### config.mk
export PLATFORM = sky130hd
export DESIGN_NAME = ex_operand_stage_flat
export DESIGN_NICKNAME = d
export VERILOG_FILES = /design/src/rtl/ex_operand_stage_if.sv /design/src/rtl/ex_operand_stage.sv /design/src/flat_wrapper.sv
export SDC_FILE = /design/constraint.sdc
export NUM_CORES = 1
export LEC_CHECK = 0
export BUFFER_PORTS_ARGS = -buffer_cell sky130_fd_sc_hd__buf_2
export CORE_AREA = 4 4 217 219
export CTS_CLUSTER_SIZE = 8
export DETAILED_ROUTE_END_ITERATION = 8
export DIE_AREA = 0 0 221 223
export PLACE_DENSITY = 0.59
export SLEW_MARGIN = 20
export SYNTH_ARGS = -nofsm -noshare
export SYNTH_HDL_FRONTEND = slang
export SYNTH_SLANG_ARGS = --single-unit
### constraint.sdc
create_clock -name clk -period 3.1 [get_ports clk]
set_clock_uncertainty 0.05 [all_clocks]
set_input_delay 0.465 -clock clk [delete_from_list [all_inputs] [get_ports clk]]
set_output_delay 0.465 -clock clk [all_outputs]
set_load 0.05 [all_outputs]
### src/rtl/ex_operand_stage_if.sv
// ex_operand_stage_if: bundles the decode-side fields, the forwarding sources
// and the ALU-facing results of the ID/EX operand stage.
interface ex_operand_stage_if #(
    parameter int XLEN = 64,
    parameter int REGW = 5
);
    logic            stall;
    logic            flush;
    logic            id_valid;
    logic [XLEN-1:0] id_rs1_data;
    logic [XLEN-1:0] id_rs2_data;
    logic [XLEN-1:0] id_imm;
    logic            id_alu_src;
    logic [3:0]      id_alu_op;
    logic [REGW-1:0] id_rs1;
    logic [REGW-1:0] id_rs2;
    logic [REGW-1:0] id_rd;
    logic            id_reg_write;
    logic            id_mem_read;
    logic            id_mem_write;
    logic            id_branch;
    logic [REGW-1:0] exm_rd;
    logic            exm_reg_write;
    logic [XLEN-1:0] exm_result;
    logic [REGW-1:0] wb_rd;
    logic            wb_reg_write;
    logic [XLEN-1:0] wb_result;
    logic            load_use_hazard;
    logic [XLEN-1:0] alu_a;
    logic [XLEN-1:0] alu_b;
    logic [3:0]      alu_op;
    logic            ex_valid;
    logic [REGW-1:0] ex_rd;
    logic            ex_reg_write;
    logic            ex_mem_read;
    logic            ex_mem_write;
    logic            ex_branch;
    logic [XLEN-1:0] ex_store_data;

    // upstream pipeline / test driver side
    modport master (
        output stall, flush, id_valid, id_rs1_data, id_rs2_data, id_imm,
               id_alu_src, id_alu_op, id_rs1, id_rs2, id_rd, id_reg_write,
               id_mem_read, id_mem_write, id_branch, exm_rd, exm_reg_write,
               exm_result, wb_rd, wb_reg_write, wb_result,
        input  load_use_hazard, alu_a, alu_b, alu_op, ex_valid, ex_rd,
               ex_reg_write, ex_mem_read, ex_mem_write, ex_branch, ex_store_data
    );

    // operand stage side
    modport slave (
        input  stall, flush, id_valid, id_rs1_data, id_rs2_data, id_imm,
               id_alu_src, id_alu_op, id_rs1, id_rs2, id_rd, id_reg_write,
               id_mem_read, id_mem_write, id_branch, exm_rd, exm_reg_write,
               exm_result, wb_rd, wb_reg_write, wb_result,
        output load_use_hazard, alu_a, alu_b, alu_op, ex_valid, ex_rd,
               ex_reg_write, ex_mem_read, ex_mem_write, ex_branch, ex_store_data
    );
endinterface

### src/rtl/ex_operand_stage.sv
// ex_operand_stage: ID/EX pipeline register with EX/MEM and MEM/WB operand
// forwarding and load-use bubble insertion, feeding the ALU directly.
module ex_operand_stage #(
    parameter int XLEN = 64,
    parameter int REGW = 5
) (
    input  logic               clk,
    input  logic               reset,
    ex_operand_stage_if.slave  bus
);
    logic            valid_q;
    logic [XLEN-1:0] rs1_data_q;
    logic [XLEN-1:0] rs2_data_q;
    logic [XLEN-1:0] imm_q;
    logic            alu_src_q;
    logic [3:0]      alu_op_q;
    logic [REGW-1:0] rs1_q;
    logic [REGW-1:0] rs2_q;
    logic [REGW-1:0] rd_q;
    logic            reg_write_q;
    logic            mem_read_q;
    logic            mem_write_q;
    logic            branch_q;
    logic            hazard;
    logic [XLEN-1:0] fwd_a;
    logic [XLEN-1:0] fwd_b;

    // A load in EX whose destination is read by the decode slot cannot be
    // forwarded in time, so decode holds and EX takes a bubble instead.
    // rs2 only matters when it is really read: as ALU operand or store data.
    always_comb begin
        hazard = 1'b0;
        if (valid_q && mem_read_q && (rd_q != '0) && bus.id_valid) begin
            if (rd_q == bus.id_rs1)
                hazard = 1'b1;
            else if ((rd_q == bus.id_rs2) && (!bus.id_alu_src || bus.id_mem_write))
                hazard = 1'b1;
        end
    end

    // ID/EX register: reset, then flush bubble, then hold, then hazard bubble
    always_ff @(posedge clk) begin
        if (reset || bus.flush || (!bus.stall && hazard)) begin
            valid_q     <= 1'b0;
            rs1_data_q  <= '0;
            rs2_data_q  <= '0;
            imm_q       <= '0;
            alu_src_q   <= 1'b0;
            alu_op_q    <= 4'b0000;
            rs1_q       <= '0;
            rs2_q       <= '0;
            rd_q        <= '0;
            reg_write_q <= 1'b0;
            mem_read_q  <= 1'b0;
            mem_write_q <= 1'b0;
            branch_q    <= 1'b0;
        end else if (!bus.stall) begin
            valid_q     <= bus.id_valid;
            rs1_data_q  <= bus.id_rs1_data;
            rs2_data_q  <= bus.id_rs2_data;
            imm_q       <= bus.id_imm;
            alu_src_q   <= bus.id_alu_src;
            alu_op_q    <= bus.id_alu_op;
            rs1_q       <= bus.id_rs1;
            rs2_q       <= bus.id_rs2;
            rd_q        <= bus.id_rd;
            reg_write_q <= bus.id_reg_write;
            mem_read_q  <= bus.id_mem_read;
            mem_write_q <= bus.id_mem_write;
            branch_q    <= bus.id_branch;
        end
    end

    // Forwarding: the younger EX/MEM result wins over MEM/WB; x0 is never
    // forwarded because its architectural value is always the register file's.
    always_comb begin
        fwd_a = rs1_data_q;
        if (bus.exm_reg_write && (bus.exm_rd != '0) && (bus.exm_rd == rs1_q))
            fwd_a = bus.exm_result;
        else if (bus.wb_reg_write && (bus.wb_rd != '0) && (bus.wb_rd == rs1_q))
            fwd_a = bus.wb_result;

        fwd_b = rs2_data_q;
        if (bus.exm_reg_write && (bus.exm_rd != '0) && (bus.exm_rd == rs2_q))
            fwd_b = bus.exm_result;
        else if (bus.wb_reg_write && (bus.wb_rd != '0) && (bus.wb_rd == rs2_q))
            fwd_b = bus.wb_result;
    end

    assign bus.load_use_hazard = hazard;
    assign bus.alu_a           = fwd_a;
    assign bus.alu_b           = alu_src_q ? imm_q : fwd_b;
    assign bus.ex_store_data   = fwd_b;
    assign bus.alu_op          = alu_op_q;
    assign bus.ex_valid        = valid_q;
    assign bus.ex_rd           = rd_q;
    assign bus.ex_reg_write    = reg_write_q & valid_q;
    assign bus.ex_mem_read     = mem_read_q & valid_q;
    assign bus.ex_mem_write    = mem_write_q & valid_q;
    assign bus.ex_branch       = branch_q & valid_q;
endmodule
### src/flat_wrapper.sv
// flat-port wrapper written by rule: the top's interface ports become plain ports
module ex_operand_stage_flat 
#(
    parameter int XLEN = 64,
    parameter int REGW = 5
)
  (clk, reset, bus_stall, bus_flush, bus_id_valid, bus_id_rs1_data, bus_id_rs2_data, bus_id_imm, bus_id_alu_src, bus_id_alu_op, bus_id_rs1, bus_id_rs2, bus_id_rd, bus_id_reg_write, bus_id_mem_read, bus_id_mem_write, bus_id_branch, bus_exm_rd, bus_exm_reg_write, bus_exm_result, bus_wb_rd, bus_wb_reg_write, bus_wb_result, bus_load_use_hazard, bus_alu_a, bus_alu_b, bus_alu_op, bus_ex_valid, bus_ex_rd, bus_ex_reg_write, bus_ex_mem_read, bus_ex_mem_write, bus_ex_branch, bus_ex_store_data);
  ex_operand_stage_if #(.XLEN(XLEN), .REGW(REGW)) bus_i ();
  input  logic clk;
  input  logic reset;
  input wire logic [$bits(bus_i.stall)-1:0] bus_stall;
  input wire logic [$bits(bus_i.flush)-1:0] bus_flush;
  input wire logic [$bits(bus_i.id_valid)-1:0] bus_id_valid;
  input wire logic [$bits(bus_i.id_rs1_data)-1:0] bus_id_rs1_data;
  input wire logic [$bits(bus_i.id_rs2_data)-1:0] bus_id_rs2_data;
  input wire logic [$bits(bus_i.id_imm)-1:0] bus_id_imm;
  input wire logic [$bits(bus_i.id_alu_src)-1:0] bus_id_alu_src;
  input wire logic [$bits(bus_i.id_alu_op)-1:0] bus_id_alu_op;
  input wire logic [$bits(bus_i.id_rs1)-1:0] bus_id_rs1;
  input wire logic [$bits(bus_i.id_rs2)-1:0] bus_id_rs2;
  input wire logic [$bits(bus_i.id_rd)-1:0] bus_id_rd;
  input wire logic [$bits(bus_i.id_reg_write)-1:0] bus_id_reg_write;
  input wire logic [$bits(bus_i.id_mem_read)-1:0] bus_id_mem_read;
  input wire logic [$bits(bus_i.id_mem_write)-1:0] bus_id_mem_write;
  input wire logic [$bits(bus_i.id_branch)-1:0] bus_id_branch;
  input wire logic [$bits(bus_i.exm_rd)-1:0] bus_exm_rd;
  input wire logic [$bits(bus_i.exm_reg_write)-1:0] bus_exm_reg_write;
  input wire logic [$bits(bus_i.exm_result)-1:0] bus_exm_result;
  input wire logic [$bits(bus_i.wb_rd)-1:0] bus_wb_rd;
  input wire logic [$bits(bus_i.wb_reg_write)-1:0] bus_wb_reg_write;
  input wire logic [$bits(bus_i.wb_result)-1:0] bus_wb_result;
  output wire logic [$bits(bus_i.load_use_hazard)-1:0] bus_load_use_hazard;
  output wire logic [$bits(bus_i.alu_a)-1:0] bus_alu_a;
  output wire logic [$bits(bus_i.alu_b)-1:0] bus_alu_b;
  output wire logic [$bits(bus_i.alu_op)-1:0] bus_alu_op;
  output wire logic [$bits(bus_i.ex_valid)-1:0] bus_ex_valid;
  output wire logic [$bits(bus_i.ex_rd)-1:0] bus_ex_rd;
  output wire logic [$bits(bus_i.ex_reg_write)-1:0] bus_ex_reg_write;
  output wire logic [$bits(bus_i.ex_mem_read)-1:0] bus_ex_mem_read;
  output wire logic [$bits(bus_i.ex_mem_write)-1:0] bus_ex_mem_write;
  output wire logic [$bits(bus_i.ex_branch)-1:0] bus_ex_branch;
  output wire logic [$bits(bus_i.ex_store_data)-1:0] bus_ex_store_data;
  assign bus_i.stall = bus_stall;
  assign bus_i.flush = bus_flush;
  assign bus_i.id_valid = bus_id_valid;
  assign bus_i.id_rs1_data = bus_id_rs1_data;
  assign bus_i.id_rs2_data = bus_id_rs2_data;
  assign bus_i.id_imm = bus_id_imm;
  assign bus_i.id_alu_src = bus_id_alu_src;
  assign bus_i.id_alu_op = bus_id_alu_op;
  assign bus_i.id_rs1 = bus_id_rs1;
  assign bus_i.id_rs2 = bus_id_rs2;
  assign bus_i.id_rd = bus_id_rd;
  assign bus_i.id_reg_write = bus_id_reg_write;
  assign bus_i.id_mem_read = bus_id_mem_read;
  assign bus_i.id_mem_write = bus_id_mem_write;
  assign bus_i.id_branch = bus_id_branch;
  assign bus_i.exm_rd = bus_exm_rd;
  assign bus_i.exm_reg_write = bus_exm_reg_write;
  assign bus_i.exm_result = bus_exm_result;
  assign bus_i.wb_rd = bus_wb_rd;
  assign bus_i.wb_reg_write = bus_wb_reg_write;
  assign bus_i.wb_result = bus_wb_result;
  assign bus_load_use_hazard = bus_i.load_use_hazard;
  assign bus_alu_a = bus_i.alu_a;
  assign bus_alu_b = bus_i.alu_b;
  assign bus_alu_op = bus_i.alu_op;
  assign bus_ex_valid = bus_i.ex_valid;
  assign bus_ex_rd = bus_i.ex_rd;
  assign bus_ex_reg_write = bus_i.ex_reg_write;
  assign bus_ex_mem_read = bus_i.ex_mem_read;
  assign bus_ex_mem_write = bus_i.ex_mem_write;
  assign bus_ex_branch = bus_i.ex_branch;
  assign bus_ex_store_data = bus_i.ex_store_data;
  ex_operand_stage #(.XLEN(XLEN), .REGW(REGW)) u_core (.clk(clk), .reset(reset), .bus(bus_i));
endmodule
==> impl_metrics.json <==
{
  "hp-class": "in -> reg",
  "cts_tree": "done",
  "numCtsBuffers": 31,
  "layout.cells.non_filler": 2342,
  "fillerInstances": 4341,
  "synth_nets": 1490,
  "violations": "negative setup slack",
  "max_freq_ghz": 0.322,
  "grt_pass1_wl_um": 80200,
  "relSlewSlack": 0.544,
  "die_area_mm2": 0.0493,
  "multi_input_area_mm2": 0.00739,
  "timing.final.ws_setup_ps": -8.71,
  "async_flop_share": 0,
  "ir_worst_vdd_mv": 0.326,
  "rsz0062_at_grt": "true",
  "r2r_cells": 6,
  "syn_avg_cell_area_um2": 9.34,
  "port_buffers": 567,
  "start_kind": "input port",
  "syn_inst": 1129,
  "powerDensity_mw_per_mm2": 431,
  "start_util": 0.234,
  "drive_gt1_frac": 0.577,
  "placedCellCount": 2281,
  "fin_crit_sh": 1.00,
  "syn2layout_area_growth_pct": 75.7,
  "endpoint": "bus_alu_b[29]",
  "endpoint_kind": "output pin",
  "cts-root-buf": "clkbuf_16",
  "finalSetupViolCount": 2,
  "place_congestion": 0.961,
  "groute.usage.overall": 0.207,
  "crit_arrival_ps": 2590,
  "grt_max_degree": 120,
  "ff2ff_setup_slack_ps": 410,
  "vias_per_cell": 5.24,
  "io_pins": 568,
  "slew_viol_final": 0,
  "worst_ep_required_time_ps": 2580,
  "rows": 78,
  "synth_enable_flop_cells": 0,
  "htreeDepth": 1,
  "place_area_mm2": 0.0160,
  "wl_per_cell_um": 24.4,
  "core_area_mm2": 0.0451,
  "ys_ff_latch": 217,
  "syn_area_mm2": 0.0105,
  "seqCellArea_mm2": 0.00436,
  "ys_seq_area_frac": 0.412,
  "finalHoldViolCount": 0,
  "layout_commonest_cell": "buf_2",
  "antenna_found_initial": 7,
  "cp-startpoint": "bus_exm_rd[0]",
  "clock_latency_ps": 570,
  "place_ws_ps": -204,
  "synth_ff_type": "dfxtp_1",
  "dieWidth_um": 221,
  "synth_cell_type_count": 31,
  "r2r-start": "u_core.bus.ex_rd[0]",
  "leakagePower_nw": 7.71,
  "ant_nets": 0,
  "critical_path_class": "in -> out",
  "cts.sinks": 217,
  "path_clk_slew_ps": 50,
  "routed_wl_um": 57000,
  "first_pass_iters": 6,
  "outcome": "complete, but fails checks",
  "yosysWarnings": 0,
  "drv_cap": 0,
  "period_needed_ps": 3110,
  "grt_pass1_vias": 12437,
  "r2r_end": "u_core.imm_q[37]",
  "layout.nets": 2095,
  "cts_max_path_buffers": 3,
  "path_max_fanout": 9,
  "die_h_um": 223,
  "drc": 0,
  "gr-total-overflow": 0,
  "vias": 12261,
  "final_cell_mix": "buf_2, a22o_1, dfxtp_1",
  "worstMarginPinSlew_ps": 683,
  "drtIter0Drc": 965,
  "dpl.hpwl_um": 40300,
  "fin_area_mm2": 0.0185
}
==> state kept, by name, indices dropped and copies added, names as in the netlist <==
signal               count
u_core.rs1_q             5
u_core.imm_q            64
u_core.rs1_data_q       64
u_core.bus.ex_valid      1
u_core.alu_src_q         1
u_core.mem_read_q        1
u_core.bus.alu_op        4
u_core.reg_write_q       1
u_core.rs2_data_q       64
u_core.bus.ex_rd         5
u_core.mem_write_q       1
u_core.rs2_q             5
u_core.branch_q          1
==> cell usage after synthesis (15+ instances only) <==
cell	number	area, um2
mux2i_1	64	641
nor3_1	64	320
nand3_1	66	330
o21ai_0	66	330
a31oi_1	64	400
clkbuf_1	70	263
buf_4	15	113
nor2_1	65	244
xnor2_1	26	228
dfxtp_1	217	4340
a22o_1	217	1900
buf_2	17	85.1
mux2_2	64	721
buf_1	20	75.1
a21oi_1	64	320
==> area by class of cell <==
type                       count  share of cell area
sequential                   217               0.235
multi-input combinational    788               0.399
tap                          600              0.0405
timing repair buffer         695               0.280
clock buffer                  37              0.0442
inverter                       1            0.000203
antenna                        4            0.000540
==> per-stage QoR <==
stage                     total power, mW  TNS (ps)  utilization  hold WS [ps]
final                                7.99     -15.4        0.411          59.8
after global routing                 8.25     -2550        0.411          42.7
after CTS                            7.94     -3290        0.391          30.0
after detailed placement             4.72    -11310        0.354           401
after global placement               4.71     -8560        0.354           400
after floorplan                      4.00     -1040            -           384
==> worst min path at each step <==
stage | from | endpoint | slack, ps | cells after the start
detailed placement | u_core.imm_q[2] | u_core.imm_q[2] | 400 | 1
CTS | bus_id_rs1_data[6] | u_core.rs1_data_q[6] | 30 | 2
global placement | u_core.imm_q[52] | u_core.imm_q[52] | 400 | 1
finish | bus_id_rd[1] | u_core.bus.ex_rd[1] | 60 | 2
floorplan | u_core.branch_q | u_core.branch_q | 380 | 1
global route | bus_id_imm[5] | u_core.imm_q[5] | 40 | 2
==> report_power, final <==
| part | total [mW] | switching, mW | internal (mW) |
|---|---|---|---|
| Sequential | 2.96 | 0.0729 | 2.89 |
| Combinational | 1.95 | 1.18 | 0.775 |
| Clock | 3.07 | 1.27 | 1.80 |
| Total | 7.99 | 2.52 | 5.46 |
==> per-layer routing <==
layer  GRT usage  wire length (um)  vias up
met5           0                20        -
met4      0.0936              2660        4
met2       0.342             26800      696
met3      0.0461              4400      132
met1       0.259             23200     5917
li1            -                 -     5512
==> critical path, stage by stage <==
cell and delay [ps]:
buf_6 90, or4_4 540, o211ai_1 170, buf_4 160, buf_6 90, or2_4 140, buf_12 190, buf_12 180
a31oi_4 100, mux2_2 290, buf_6 160
==> kinds of logic after synthesis <==
logic type,synth area share
compound gates,0.286
flops,0.412
simple gates,0.0961
mux,0.129
buf+inv,0.0522
xor+xnor,0.0249
==> what timing repair did <==
action,in CTS,in global routing
pin swaps,5,8
buffers inserted,7,3
endpoints found under the setup margin,187,164
cloned,4,6
gates resized for setup,207,214
hold buffers,0,0
(Power assumes the default switching activity.)
